--- config.mk ---
export PLATFORM = sky130hd
export DESIGN_NAME = pwm_multi
export DESIGN_NICKNAME = d
export VERILOG_FILES = /design/src/rtl/pwm_pkg.sv /design/src/rtl/pwm_timebase.sv /design/src/rtl/pwm_multi.sv
export SDC_FILE = /design/constraint.sdc
export NUM_CORES = 1
export LEC_CHECK = 0
export BUFFER_PORTS_ARGS = -buffer_cell sky130_fd_sc_hd__buf_4
export CELL_PAD_IN_SITES_DETAIL_PLACEMENT = 0
export CELL_PAD_IN_SITES_GLOBAL_PLACEMENT = 2
export CORE_ASPECT_RATIO = 1.5
export CORE_MARGIN = 1.5
export CORE_UTILIZATION = 39
export CTS_CLUSTER_SIZE = 30
export DETAILED_ROUTE_END_ITERATION = 10
export HOLD_SLACK_MARGIN = 0.05
export MAX_ROUTING_LAYER = met4
export PLACE_DENSITY = 0.76
export REMOVE_ABC_BUFFERS = 1
export SLEW_MARGIN = 20
export SYNTH_ARGS = -nofsm -noshare
export SYNTH_HDL_FRONTEND = slang
export SYNTH_SLANG_ARGS = --single-unit
--- constraint.sdc ---
create_clock -name clk -period 2.4 [get_ports clk]
set_input_delay 0.36 -clock clk [delete_from_list [all_inputs] [get_ports clk]]
set_output_delay 0.36 -clock clk [all_outputs]
set_load 0.02 [all_outputs]
--- src/rtl/pwm_pkg.sv ---
// -----------------------------------------------------------------------------
// pwm_pkg
//
// Shared definitions for the multi-channel PWM generator.
//   MODE_EDGE / MODE_CENTER : encodings of the mode input and active mode.
//   dir_e                   : counting direction of the shared timebase.
//   ch_idx_width()          : width of the duty write channel index for a
//                             given channel count (at least one bit).
// -----------------------------------------------------------------------------
package pwm_pkg;

    localparam logic MODE_EDGE   = 1'b0;
    localparam logic MODE_CENTER = 1'b1;

    typedef enum logic {
        DIR_UP   = 1'b0,
        DIR_DOWN = 1'b1
    } dir_e;

    // A single channel still needs a one-bit index port.
    function automatic int ch_idx_width(input int channels);
        return (channels > 1) ? $clog2(channels) : 1;
    endfunction

endpackage

--- src/rtl/pwm_timebase.sv ---
// -----------------------------------------------------------------------------
// pwm_timebase
//
// Shared counter for all PWM channels. Holds the counter, its direction, and
// the active (double-buffered) period and mode. Emits a load strobe on every
// clock edge at which the active registers take new values; the top level
// uses the same strobe to copy pending duties into the active duties.
//
// Ports:
//   clk     in   clock
//   reset   in   synchronous, active-high reset
//   enable  in   run the timebase; low holds cnt at 0 and loads every cycle
//   mode    in   requested mode (MODE_EDGE / MODE_CENTER), taken at loads
//   period  in   requested period P, taken at loads
//   cnt     out  current counter value
//   load    out  high when the current edge is a period boundary / load edge
// -----------------------------------------------------------------------------
module pwm_timebase
    import pwm_pkg::*;
#(
    parameter int WIDTH = 8
) (
    input  logic             clk,
    input  logic             reset,
    input  logic             enable,
    input  logic             mode,
    input  logic [WIDTH-1:0] period,
    output logic [WIDTH-1:0] cnt,
    output logic             load
);

    localparam logic [WIDTH-1:0] ONE = WIDTH'(1);

    dir_e             dir;
    dir_e             dir_nxt;
    logic [WIDTH-1:0] cnt_nxt;
    logic [WIDTH-1:0] p_act;
    logic             mode_act;

    // State register.
    // NOTE: clocked state uses non-blocking assignments so every register
    // samples pre-edge values regardless of statement order.
    always_ff @(posedge clk) begin
        if (reset) begin
            cnt      <= '0;
            dir      <= DIR_UP;
            p_act    <= '0;
            mode_act <= MODE_EDGE;
        end else begin
            cnt <= cnt_nxt;
            dir <= dir_nxt;
            if (load) begin
                p_act    <= period;
                mode_act <= mode;
            end
        end
    end

    // Boundary decode: when does the current period end?
    // Edge mode uses >= so an out-of-range count also wraps with a load.
    // Center mode ends on the way down at 1, or straight after the peak when
    // P=1 (no down leg), or every cycle when P=0.
    always_comb begin
        load = 1'b0;
        if (!enable) begin
            load = 1'b1;
        end else if (mode_act == MODE_EDGE) begin
            load = (cnt >= p_act);
        end else if (p_act == '0) begin
            load = 1'b1;
        end else if (dir == DIR_UP) begin
            load = (cnt >= p_act) && (p_act == ONE);
        end else begin
            load = (cnt <= ONE);
        end
    end

    // Next-state logic for the counter and its direction.
    // NOTE: every combinational output gets a default first so no path
    // leaves it unassigned and no latch is inferred.
    always_comb begin
        cnt_nxt = cnt;
        dir_nxt = dir;
        if (load) begin
            // Every period, and every mode change, restarts at 0 counting up.
            cnt_nxt = '0;
            dir_nxt = DIR_UP;
        end else if (mode_act == MODE_EDGE) begin
            cnt_nxt = cnt + ONE;
            dir_nxt = DIR_UP;
        end else if (dir == DIR_UP) begin
            if (cnt >= p_act) begin
                // Peak reached: the next value is already on the down leg.
                cnt_nxt = p_act - ONE;
                dir_nxt = DIR_DOWN;
            end else begin
                cnt_nxt = cnt + ONE;
            end
        end else begin
            cnt_nxt = cnt - ONE;
        end
    end

endmodule

--- src/rtl/pwm_multi.sv ---
// -----------------------------------------------------------------------------
// pwm_multi
//
// Multi-channel PWM generator. One shared timebase (pwm_timebase) drives
// CHANNELS independent duty comparators. Duties are double-buffered: writes
// land in a pending register and reach the comparator only at a load edge,
// so a period never mixes old and new settings.
//
// Parameters:
//   CHANNELS  number of PWM outputs (1..16)
//   WIDTH     counter, period and duty width (4..16)
//
// Ports:
//   clk           in   clock
//   reset         in   synchronous, active-high reset
//   enable        in   run timebase; low forces outputs idle
//   mode          in   0 = edge-aligned, 1 = center-aligned (taken at loads)
//   period        in   period value P (taken at loads)
//   duty_wr_en    in   write strobe for a pending duty register
//   duty_wr_ch    in   target channel; indices >= CHANNELS are ignored
//   duty_wr_data  in   duty value D
//   pwm_out       out  registered PWM outputs, one per channel
//   period_start  out  registered pulse on the first output cycle of a period
// -----------------------------------------------------------------------------
module pwm_multi
    import pwm_pkg::*;
#(
    parameter int CHANNELS = 4,
    parameter int WIDTH    = 8
) (
    input  logic                                clk,
    input  logic                                reset,
    input  logic                                enable,
    input  logic                                mode,
    input  logic [WIDTH-1:0]                    period,
    input  logic                                duty_wr_en,
    input  logic [ch_idx_width(CHANNELS)-1:0]   duty_wr_ch,
    input  logic [WIDTH-1:0]                    duty_wr_data,
    output logic [CHANNELS-1:0]                 pwm_out,
    output logic                                period_start
);

    localparam int CH_W = ch_idx_width(CHANNELS);

    logic [WIDTH-1:0]    cnt;
    logic                load;
    logic [CHANNELS-1:0] pwm_nxt;

    pwm_timebase #(
        .WIDTH (WIDTH)
    ) u_timebase (
        .clk    (clk),
        .reset  (reset),
        .enable (enable),
        .mode   (mode),
        .period (period),
        .cnt    (cnt),
        .load   (load)
    );

    // Per-channel shadow registers and comparator.
    // Channel indices >= CHANNELS match no generated channel, so such writes
    // fall on the floor without any explicit range check.
    for (genvar i = 0; i < CHANNELS; i++) begin : g_ch
        logic [WIDTH-1:0] duty_pend;
        logic [WIDTH-1:0] duty_act;
        logic             wr_hit;

        assign wr_hit = duty_wr_en && (duty_wr_ch == CH_W'(i));

        // NOTE: the duty registers are reset explicitly because their value is
        // visible on pwm_out straight after reset; they are flops, not a RAM.
        always_ff @(posedge clk) begin
            if (reset) begin
                duty_pend <= '0;
                duty_act  <= '0;
            end else begin
                // A write on a load edge stays pending: the load copies the
                // pre-edge pending value.
                if (wr_hit) begin
                    duty_pend <= duty_wr_data;
                end
                if (load) begin
                    duty_act <= duty_pend;
                end
            end
        end

        assign pwm_nxt[i] = enable && (cnt < duty_act);
    end

    // Registered outputs: one cycle behind the counter value they describe.
    always_ff @(posedge clk) begin
        if (reset) begin
            pwm_out      <= '0;
            period_start <= 1'b0;
        end else begin
            pwm_out      <= pwm_nxt;
            period_start <= enable && (cnt == '0);
        end
    end

endmodule

# == After elaboration in Yosys (flattened, before gate mapping) ==
# Cells that the tools add are included.
# word_totals
word_cells,52
register_bits,87
input_bits,23
out_inout_bits,5
# op_classes
eq_ne,4
magnitude_cmp,6
add_sub_neg,3
mux,9
reduce_logical,15
bitwise,1
# op_table
op,n
8-bit < comparator,4
8-bit two-way mux,3
8-bit logical NOT,2
8-bit by 1-bit subtractor with 8-bit output (second input constant),2
1-bit logical AND,10
8-bit by 1-bit adder with 8-bit output (second input constant),1
8-bit by 1-bit equality test with 1-bit output (second input constant),1
8-bit >= comparator,1
8-bit by 1-bit <= comparator with 1-bit output (second input constant),1
1-bit two-way mux,6
2-bit equality test (second input constant),2
3-bit OR reduction,1
2-bit by 1-bit equality test with 1-bit output (second input constant),1
2-bit logical NOT,1
2-bit OR reduction,1
1-bit inverter,1

# == Longest topological paths before layout ==
# Gate-level depths: netlist of run 1.
# depth
depth_word,7
depth_mapped,10

# == Modules after synthesis ==
# Synthesis of run 1 repeated with hierarchy kept, for this count alone.
# hier_totals
hier_cells,481
area_unflattened_um2,4524.3
# by_module_without_submodules
mod,cells_each,area_per_inst_um2,instances
pwm_multi,307,3093.0,1
pwm_timebase,174,1431.4,1

# == Least setup slack after synthesis of run 1 ==
# Ideal clock, no wire load.
# synth_timing
kind,register to register
start,register u_timebase.cnt[6]
end,register u_timebase.cnt[4]
period_less_slack_ps,2155
required_ps,2305
t_arrival_ps,2059
setup_ps,95
path_stages_with_launch,8
path_slack_ps,245
cell_sequence,dfxtp_1 ha_1 a21o_1 a221oi_1 o21a_1 buf_2 o21ai_1 a221oi_1
# synth_between
elab_chain_len,7
elab_cells_between_ends,11
# synth_lines
item,line,source
start: declaration,pwm_timebase.sv:28,"output logic [WIDTH-1:0] cnt,"
start signal: assignment,pwm_timebase.sv:50,cnt <= cnt_nxt;
8-bit >= comparator,"pwm_timebase.sv:68, pwm_timebase.sv:72, pwm_timebase.sv:92",
1-bit logical AND,pwm_timebase.sv:72,load = (cnt >= p_act) && (p_act == ONE);
1-bit two-way mux,pwm_timebase.sv:71,end else if (dir == DIR_UP) begin
1-bit two-way mux,pwm_timebase.sv:69,end else if (p_act == '0) begin
1-bit two-way mux,pwm_timebase.sv:67,end else if (mode_act == MODE_EDGE) begin
1-bit two-way mux,pwm_timebase.sv:65,if (!enable) begin
2-bit OR reduction (no line),--,
# Several ways; a longest one is shown, not always the timed one.
# A chain may end at the register's enable or synchronous reset.

# == Worst setup path after layout of run 1 ==
# layout_timing
start,register u_timebase.p_act[4]
end,register g_ch[3].duty_act[3]
# layout_between
elab_chain_len,6
elab_cells_between_ends,8
# layout_lines
item,line,source
start: declaration,pwm_timebase.sv:37,logic [WIDTH-1:0] p_act;
start signal: assignment,pwm_timebase.sv:53,p_act <= period;
8-bit >= comparator / 8-bit by 1-bit equality test with 1-bit output (equally long branches),"pwm_timebase.sv:68, pwm_timebase.sv:72",
1-bit logical AND,pwm_timebase.sv:72,
1-bit two-way mux,pwm_timebase.sv:71,
1-bit two-way mux,pwm_timebase.sv:69,
1-bit two-way mux (*),pwm_timebase.sv:67,
1-bit two-way mux (*),pwm_timebase.sv:65,
end signal: assignment,pwm_multi.sv:84,duty_act <= duty_pend;
end: declaration,pwm_multi.sv:66,logic [WIDTH-1:0] duty_act;
# Mark *: on every way between the ends. The rest lies on a longest branch, timed or not.

==> summary.md, run 1 <==
| Metric | Value |
|---|---|
| Routed wl met2 | `5390 um` |
| Initial DRT Pass Iterations | `4` |
| Final instance area | `0.00555 mm^2` |
| Row cnt | `50` |
| Starting density of the core | `0.395` |
| Crit path max-delay family | `compound AO/OA/AOI/OAI gates` |
| Buffers on Ports | `27` |
| Max cap viols | `0` |
| Worst path buffer plus inverter count | `2` |
| Area of the multi-input gates | `0.00282 mm^2` |
| RSZ-0062 raised after global routing | `false` |
| WL final | `10400 um` |
| Warnings, synthesis | `0` |
| I/O pin cnt | `28` |
| Met1 WL | `4630 um` |
| Die Wd | `94.5 um` |
| Setup TNS | `0 ns` |
| Inserted Diodes | `0` |
| Global-route wire length before repair | `17400 um` |
| DRC violations left | `0` |
| Slowest CP cell | `dfxtp_1` |
| Post-synth ARST share | `0` |
| Count leader, synth | `dfxtp_1` |
| Achievable clock frequency | `454 MHz` |
| Highest net fanout along the worst path | `11` |
| CTS tree | `done` |
| Worst slew pin tran | `0.780 ns` |
| Layout cells sized above 1 | `0.139` |
| Tmin final | `2.20 ns` |
| Cell Pwr Density | `681 mW/mm^2` |
| CP required | `2.66 ns` |
| Syn Inst Count | `515` |
| Top-area cell type share of the netlist area | `0.356` |
| Worst-case vdd ir drop | `326 uV` |
| Core area | `0.0124 mm^2` |
| Initial antenna violation count | `0` |
| CP startpoint kind | `flop` |
| Slew HR | `0.479` |
| Power, Total | `0.00378 W` |
| Die area | `0.0132 mm^2` |
| Final RePlAce weighted congestion | `0.806` |
| H-tree levels | `3` |
| WS Path Type | `flop to flop` |
| WP data arrival | `2.46 ns` |
| Post-CTS Hold Buffers | `0` |
| Routed len/inst | `14.8 um` |
| Top post-synthesis cells by area | `dfxtp_1, mux2i_1, ha_1, nand2b_1, inv_1` |
| Avg Vias per Cell | `4.92` |
| Placed Area | `0.00528 mm^2` |
| Post-layout nets | `609` |
| Leak pwr | `2.38 nW` |
| Largest stage delay on the critical path | `0.41 ns` |
| Clock-pin slew on the worst setup and hold paths | `0.06 ns` |
| Layout Skew | `0.00509 ns` |
| Vias in the first global route | `3486` |
| Number of synthesized flops with an enable pin | `0` |
| Final worst slack | `0.199 ns` |
| Via count | `3463` |
| Outcome | `complete, no violations` |
| Total gr overflow | `0` |
| Crit path capture type | `flop` |
| Post-Synthesis Cell Area | `0.00490 mm^2` |
| DR iter-0 viols | `156` |
| Hold slack | `0.286 ns` |
| Post-synth top area cell | `dfxtp_1` |
| Top sig layer | `met4` |
| Sequential fraction of the synthesis area | `0.356` |
| Dpl ws | `0.178 ns` |
| Fill count | `1227` |
| Worst skew pair latency | `0.33 ns` |
| Synth top cells by count | `dfxtp_1, mux2i_1, nand2b_1, ha_1, inv_1` |
| Total GRT Usage | `0.175` |
| Post-DP HPWL | `7570 um` |
| Final hold viol count | `0` |
| Area Growth Syn to Fin | `13.4%` |
| CTS max path bufs | `2` |
| Synthesized area per cell | `9.51 um^2` |
| Final period util | `0.917` |
| CTS Buf Count | `9` |
| Final setup fails | `0` |
| Number of antenna-violating nets in the routed design | `0` |
| HP Class | `input port to flop` |
| Metal3 WL | `244 um` |
| Largest net degree at the start of global routing | `88` |
| CTS sink count | `87` |
| Synth cell types | `44` |
| Flops & latches, synth | `87` |
| Max-slew violations | `0` |
| Die Y | `140 um` |
| CTS root buf | `clkbuf_16` |
| Worst path cell trace | `inv_1 -> ha_1 -> a21o_1 -> a221oi_1 -> o21a_1 -> o21a_2 -> buf_4 -> mux2i_1` |
| Register area | `0.00174 mm^2` |
| Commonest register cell after synthesis | `dfxtp_1` |
==> kinds of logic (layout without fill, tap and decap cells) <==
kind of cell | Yosys count | after routing | synth area share
and+or+nand+nor | 170 | 170 | 0.205
DFF | 87 | 87 | 0.356
muxes | 74 | 74 | 0.151
buffers and inverters | 68 | 101 | 0.0708
AOI/OAI and AO/OA | 60 | 60 | 0.0851
adders and majority gates | 42 | 42 | 0.107
xor gates and xnor gates | 14 | 14 | 0.0250
==> path summary, 6_finish.rpt <==
kind / start / to / slack [ns] / depth (start not counted)
max: u_timebase.p_act[4] / g_ch[3].duty_act[3] / 0.20 / 8
min: duty_wr_data[2] / g_ch[2].duty_pend[2] / 0.29 / 3
max reg2reg: u_timebase.p_act[4] / g_ch[3].duty_act[3] / 0.20 / 8
min reg2reg: g_ch[3].duty_pend[4] / g_ch[3].duty_act[4] / 0.47 / 2
==> sequential cells by signal, indices dropped and copies added (netlist names) <==
signal	flops
g_ch.duty_act	32
g_ch.duty_pend	32
period_start	1
pwm_out	4
u_timebase.cnt	8
u_timebase.dir	1
u_timebase.mode_act	1
u_timebase.p_act	8
==> layout make-up <==
cell class              instances  share of cell area
multi-input cells             360               0.509
well taps                     156              0.0352
flip-flops and latches         87               0.314
clock inverters                 4             0.00406
clock buffers                  11              0.0437
repair buffers                 44              0.0663
inverters                      42              0.0284
==> placed cells by master, fill, tap and decap left out, drive strengths merged, types with 6 or more instances in the layout <==
| cell type | instances |
|---|---|
| clkbuf | 11 |
| mux2i | 74 |
| buf | 44 |
| or2b | 20 |
| inv | 42 |
| xnor2 | 6 |
| nand2b | 68 |
| nand3 | 12 |
| xor2 | 8 |
| dfxtp | 87 |
| ha | 42 |
| nand2 | 7 |
| nor2 | 39 |
| o21ai | 8 |
| a21oi | 8 |
| a21o | 12 |
==> metal layers <==
layer  vias up  GRT usage
li1       1802          -
met1      1615      0.204
met2        37      0.304
met3         9     0.0315
met4         0     0.0495
met5         -          -
==> where the power goes <==
group | internal, W | switching (W) | total, W | leakage (nW)
sequential | 0.00152 | 0.0000534 | 0.00157 | 0.707
combinational | 0.000432 | 0.000500 | 0.000931 | 1.55
clock | 0.000719 | 0.000557 | 0.00128 | 0.131
total | 0.00267 | 0.00111 | 0.00378 | 2.38
==> worst min-delay path: cells and delay by family <==
family / cells / cell delay, ns
and+or+nand+nor: 1 / 0.07
buffers and inverters: 1 / 0.10
muxes: 1 / 0.06
==> repair_timing <==
item | CTS | global route
endpoints found under the setup margin | 0 | 2
buffers inserted | 0 | 0
resized for setup | 0 | 2
==> through the flow <==
step / instances / utilization
global placement: 689 / 0.426
finish: 704 / 0.448
CTS: 704 / 0.447
global route: 704 / 0.448
detailed placement: 689 / 0.426
floorplan: 489 / -
Power figures use the tool's default switching activity.
==> inputs of run 2 (changes only) <==
--- a/config.mk
+++ b/config.mk
@@ -5,12 +5,13 @@
 export SDC_FILE = /design/constraint.sdc
 export NUM_CORES = 1
 export LEC_CHECK = 0
+export ABC_AREA = 1
 export BUFFER_PORTS_ARGS = -buffer_cell sky130_fd_sc_hd__buf_4
 export CELL_PAD_IN_SITES_DETAIL_PLACEMENT = 0
 export CELL_PAD_IN_SITES_GLOBAL_PLACEMENT = 2
 export CORE_ASPECT_RATIO = 1.5
 export CORE_MARGIN = 1.5
-export CORE_UTILIZATION = 39
+export CORE_UTILIZATION = 35
 export CTS_CLUSTER_SIZE = 30
 export DETAILED_ROUTE_END_ITERATION = 10
 export HOLD_SLACK_MARGIN = 0.05
==> summary.md, run 2 <==
| Metric | Value |
|---|---|
| Flops & latches, synth | `87 (unchanged)` |
| Most common cell after layout, fill and taps aside | `nor2_1` |
| Area Growth Syn to Fin | `17.2%` |
| Die area | `0.0140 mm^2 (+5.7%)` |
| Leak pwr | `2.51 nW (+5.4%)` |
| R2R cell count | `12 (+4)` |
| Hold path depth | `3 (unchanged)` |
| Number of antenna-violating nets in the routed design | `0 (unchanged)` |
| Clock-pin slew on the worst setup and hold paths | `0.06 ns (about the same)` |
| Largest registers | `g_ch.duty_act x32, g_ch.duty_pend x32` |
| WS Path Type | `flop to flop` |
| Placed Area | `0.00511 mm^2 (-3.1%)` |
| CTS root buf | `clkbuf_16` |
| Worst slew pin tran | `0.610 ns (-0.169 ns)` |
| DRC violations left | `0 (unchanged)` |
| Via count | `4145 (+20%)` |
| Post-CTS Hold Buffers | `0 (unchanged)` |
| Top post-synthesis cells by area | `dfxtp_1, ha_1, nor2_1, a21oi_1, nand2_1` |
| CTS sink count | `87 (unchanged)` |
| Die Wd | `97.1 um (+2.8%)` |
| Final RePlAce weighted congestion | `0.845 (+4.9%)` |
| Inserted Diodes | `0 (unchanged)` |
| Reg2reg start | `u_timebase.p_act[5]` |
| Max cap viols | `0 (unchanged)` |
| Worst R2R Setup Slack | `0.32 ns (+0.12 ns)` |
| Post-layout nets | `743 (+22%)` |
| Synth top cells by count | `nor2_1, nand2_1, dfxtp_1, a21oi_1, inv_1` |
| Layout Skew | `0.00970 ns (+0.00461 ns)` |
| Tmin final | `2.08 ns (-0.119 ns)` |
| Synthesized area per cell | `7.22 um^2 (-24%)` |
| Crit path capture type | `flop` |
| WP data arrival | `2.30 ns (-0.16 ns)` |
| Avg Vias per Cell | `4.93 (+0.20%)` |
| Outcome | `complete, no violations` |
| Buffers on Ports | `27 (unchanged)` |
| Fill count | `1435 (+17%)` |
| Final period util | `0.868 (-0.0495)` |
| Post-Synthesis Cell Area | `0.00465 mm^2 (-5.0%)` |
| Critical R2R Capture | `g_ch[3].duty_act[2]` |
| Final setup fails | `0 (unchanged)` |
| Syn Inst Count | `644 (+25%)` |
| WHS Endpoint | `u_timebase.p_act[4]` |
| CTS Buf Count | `9 (unchanged)` |
| Achievable clock frequency | `480 MHz (+5.7%)` |
| RSZ-0062 raised after global routing | `false` |
| Total GRT Usage | `0.196 (+0.0209)` |
| Warnings, synthesis | `0 (unchanged)` |
| Most frequent cells in the layout | `nor2_1, nand2_1, dfxtp_1` |
| CP startpoint kind | `flop` |
| I/O pin cnt | `28 (unchanged)` |
| Power, Total | `0.00542 W (+43%)` |
| Total gr overflow | `0 (unchanged)` |
| Post-synth top area cell | `dfxtp_1` |
| Die Y | `144 um (+2.8%)` |
| Top-area cell type share of the netlist area | `0.375 (+0.0189)` |
| HP Class | `input port to flop` |
| Hold Startpoint | `period[4]` |
| Post-DP HPWL | `9510 um (+26%)` |
| Synth cell types | `31 (-30%)` |
| CTS tree | `done` |
| WL final | `13000 um (+25%)` |
| Final instance area | `0.00545 mm^2 (-1.8%)` |
| Row cnt | `51 (+2.0%)` |
| Number of synthesized flops with an enable pin | `0 (unchanged)` |
| CP required | `2.62 ns (-0.04 ns)` |
| Worst skew pair latency | `0.34 ns (about the same)` |
| Routed len/inst | `15.5 um (+4.6%)` |
| Sequential fraction of the synthesis area | `0.375 (+0.0189)` |
| Worst-case vdd ir drop | `381 uV (+17%)` |
| Layout cells sized above 1 | `0.107 (-0.0316)` |
| Vias in the first global route | `4091 (+17%)` |
| Max-slew violations | `0 (unchanged)` |
| Slew HR | `0.593 (+0.114)` |
| H-tree levels | `3 (unchanged)` |
| Initial antenna violation count | `0 (unchanged)` |
| Initial DRT Pass Iterations | `4 (unchanged)` |
| Highest net fanout along the worst path | `32 (+21)` |
| DR iter-0 viols | `214 (+37%)` |
| Fin util | `0.421 (-0.0274)` |
| CTS max path bufs | `2 (unchanged)` |
| Global-route wire length before repair | `20800 um (+19%)` |
| Commonest register cell after synthesis | `dfxtp_1` |
| Starting density of the core | `0.359 (-0.0363)` |
| Count leader, synth | `nor2_1` |
| Final hold viol count | `0 (unchanged)` |
| Core area | `0.0130 mm^2 (+4.6%)` |
| Cell Pwr Density | `995 mW/mm^2 (+46%)` |
| Largest net degree at the start of global routing | `65 (-26%)` |
| Post-synth ARST share | `0 (unchanged)` |
run 2: cell types whose count changed after synthesis, moves of 32 or more:
cell	previous run	this run
nand2_1	7	90
mux2i_1	74	0
nor2_1	39	111
nand2b_1	68	0
a21oi_1	8	68
nand3_1	12	62
o21ai_0	7	39
run 2: per-stage QoR:
| step | hold slack [ns] | setup WS, ns | std cells | setup TNS, ns |
|---|---|---|---|---|
| after floorplan | 0.429 | -0.366 | 616 | -12.41 |
| after global placement | 0.457 | 0.223 | 824 | 0 |
| after detailed placement | 0.458 | 0.156 | 824 | 0 |
| after CTS | 0.235 | 0.131 | 839 | 0 |
| after global routing | 0.237 | 0.0446 | 841 | 0 |
| final | 0.244 | 0.318 | 841 | 0 |
run 2: what timing repair did:
| action | 4_1_cts | 5_1_grt |
|---|---|---|
| setup buffers | 0 | 1 |
| setup endpoints to repair | 0 | 9 |
| resized for setup | 0 | 1 |
run 2: layer usage:
layer	vias up	routed length [um]	GRT usage
met4	0	368	0.0816
met2	58	6880	0.368
met1	1889	5500	0.208
li1	2182	-	-
met3	16	288	0.0256
met5	-	0	-
run 2: how the worst max path moves through the flow:
stage / startpoint / end / slack (ns) / cells past startpoint
after global placement: u_timebase.p_act[5] / u_timebase.cnt[5] / 0.22 / 12
after detailed placement: u_timebase.p_act[5] / u_timebase.cnt[7] / 0.16 / 12
after floorplan: u_timebase.cnt[2] / u_timebase.cnt[7] / -0.37 / 10
final: u_timebase.p_act[5] / g_ch[3].duty_act[2] / 0.32 / 12
after CTS: u_timebase.p_act[5] / u_timebase.cnt[7] / 0.13 / 12
after global routing: u_timebase.p_act[5] / u_timebase.cnt[7] / 0.04 / 12
run 2: worst max-delay path, cell delays in order, from the launching register on:
cell and delay, ns:
dfxtp_1 0.36, inv_1 0.09, ha_1 0.30, nand2_1 0.06
nor2_1 0.13, nand4_1 0.13, nand3_2 0.14, nand3_1 0.09
nand3_2 0.09, nand2_4 0.10, buf_12 0.21, a21oi_1 0.19
nor2_1 0.07
run 2: power by group:
group	total [W]	leakage (nW)	internal, W	switching (W)
combinational	0.00220	1.66	0.000859	0.00134
sequential	0.00180	0.714	0.00169	0.000108
clock	0.00142	0.135	0.000809	0.000606
total	0.00542	2.51	0.00336	0.00206
run 2: logic make-up after synthesis:
logic type	after synthesis	synth area share
compound gates	122	0.141
xor+xnor	13	0.0245
fa+ha+maj	42	0.113
buf+inv	96	0.0875
flops	87	0.375
simple gates	284	0.260
run 2: final cells by class:
type	instances	area, um^2	share of cell area
clock buffer	9	225	0.0413
clock inverter	6	70.1	0.0129
inverter	68	255	0.0468
multi-input combinational	461	2510	0.460
sequential	87	1740	0.320
tap	159	199	0.0365
timing repair buffer	51	450	0.0826
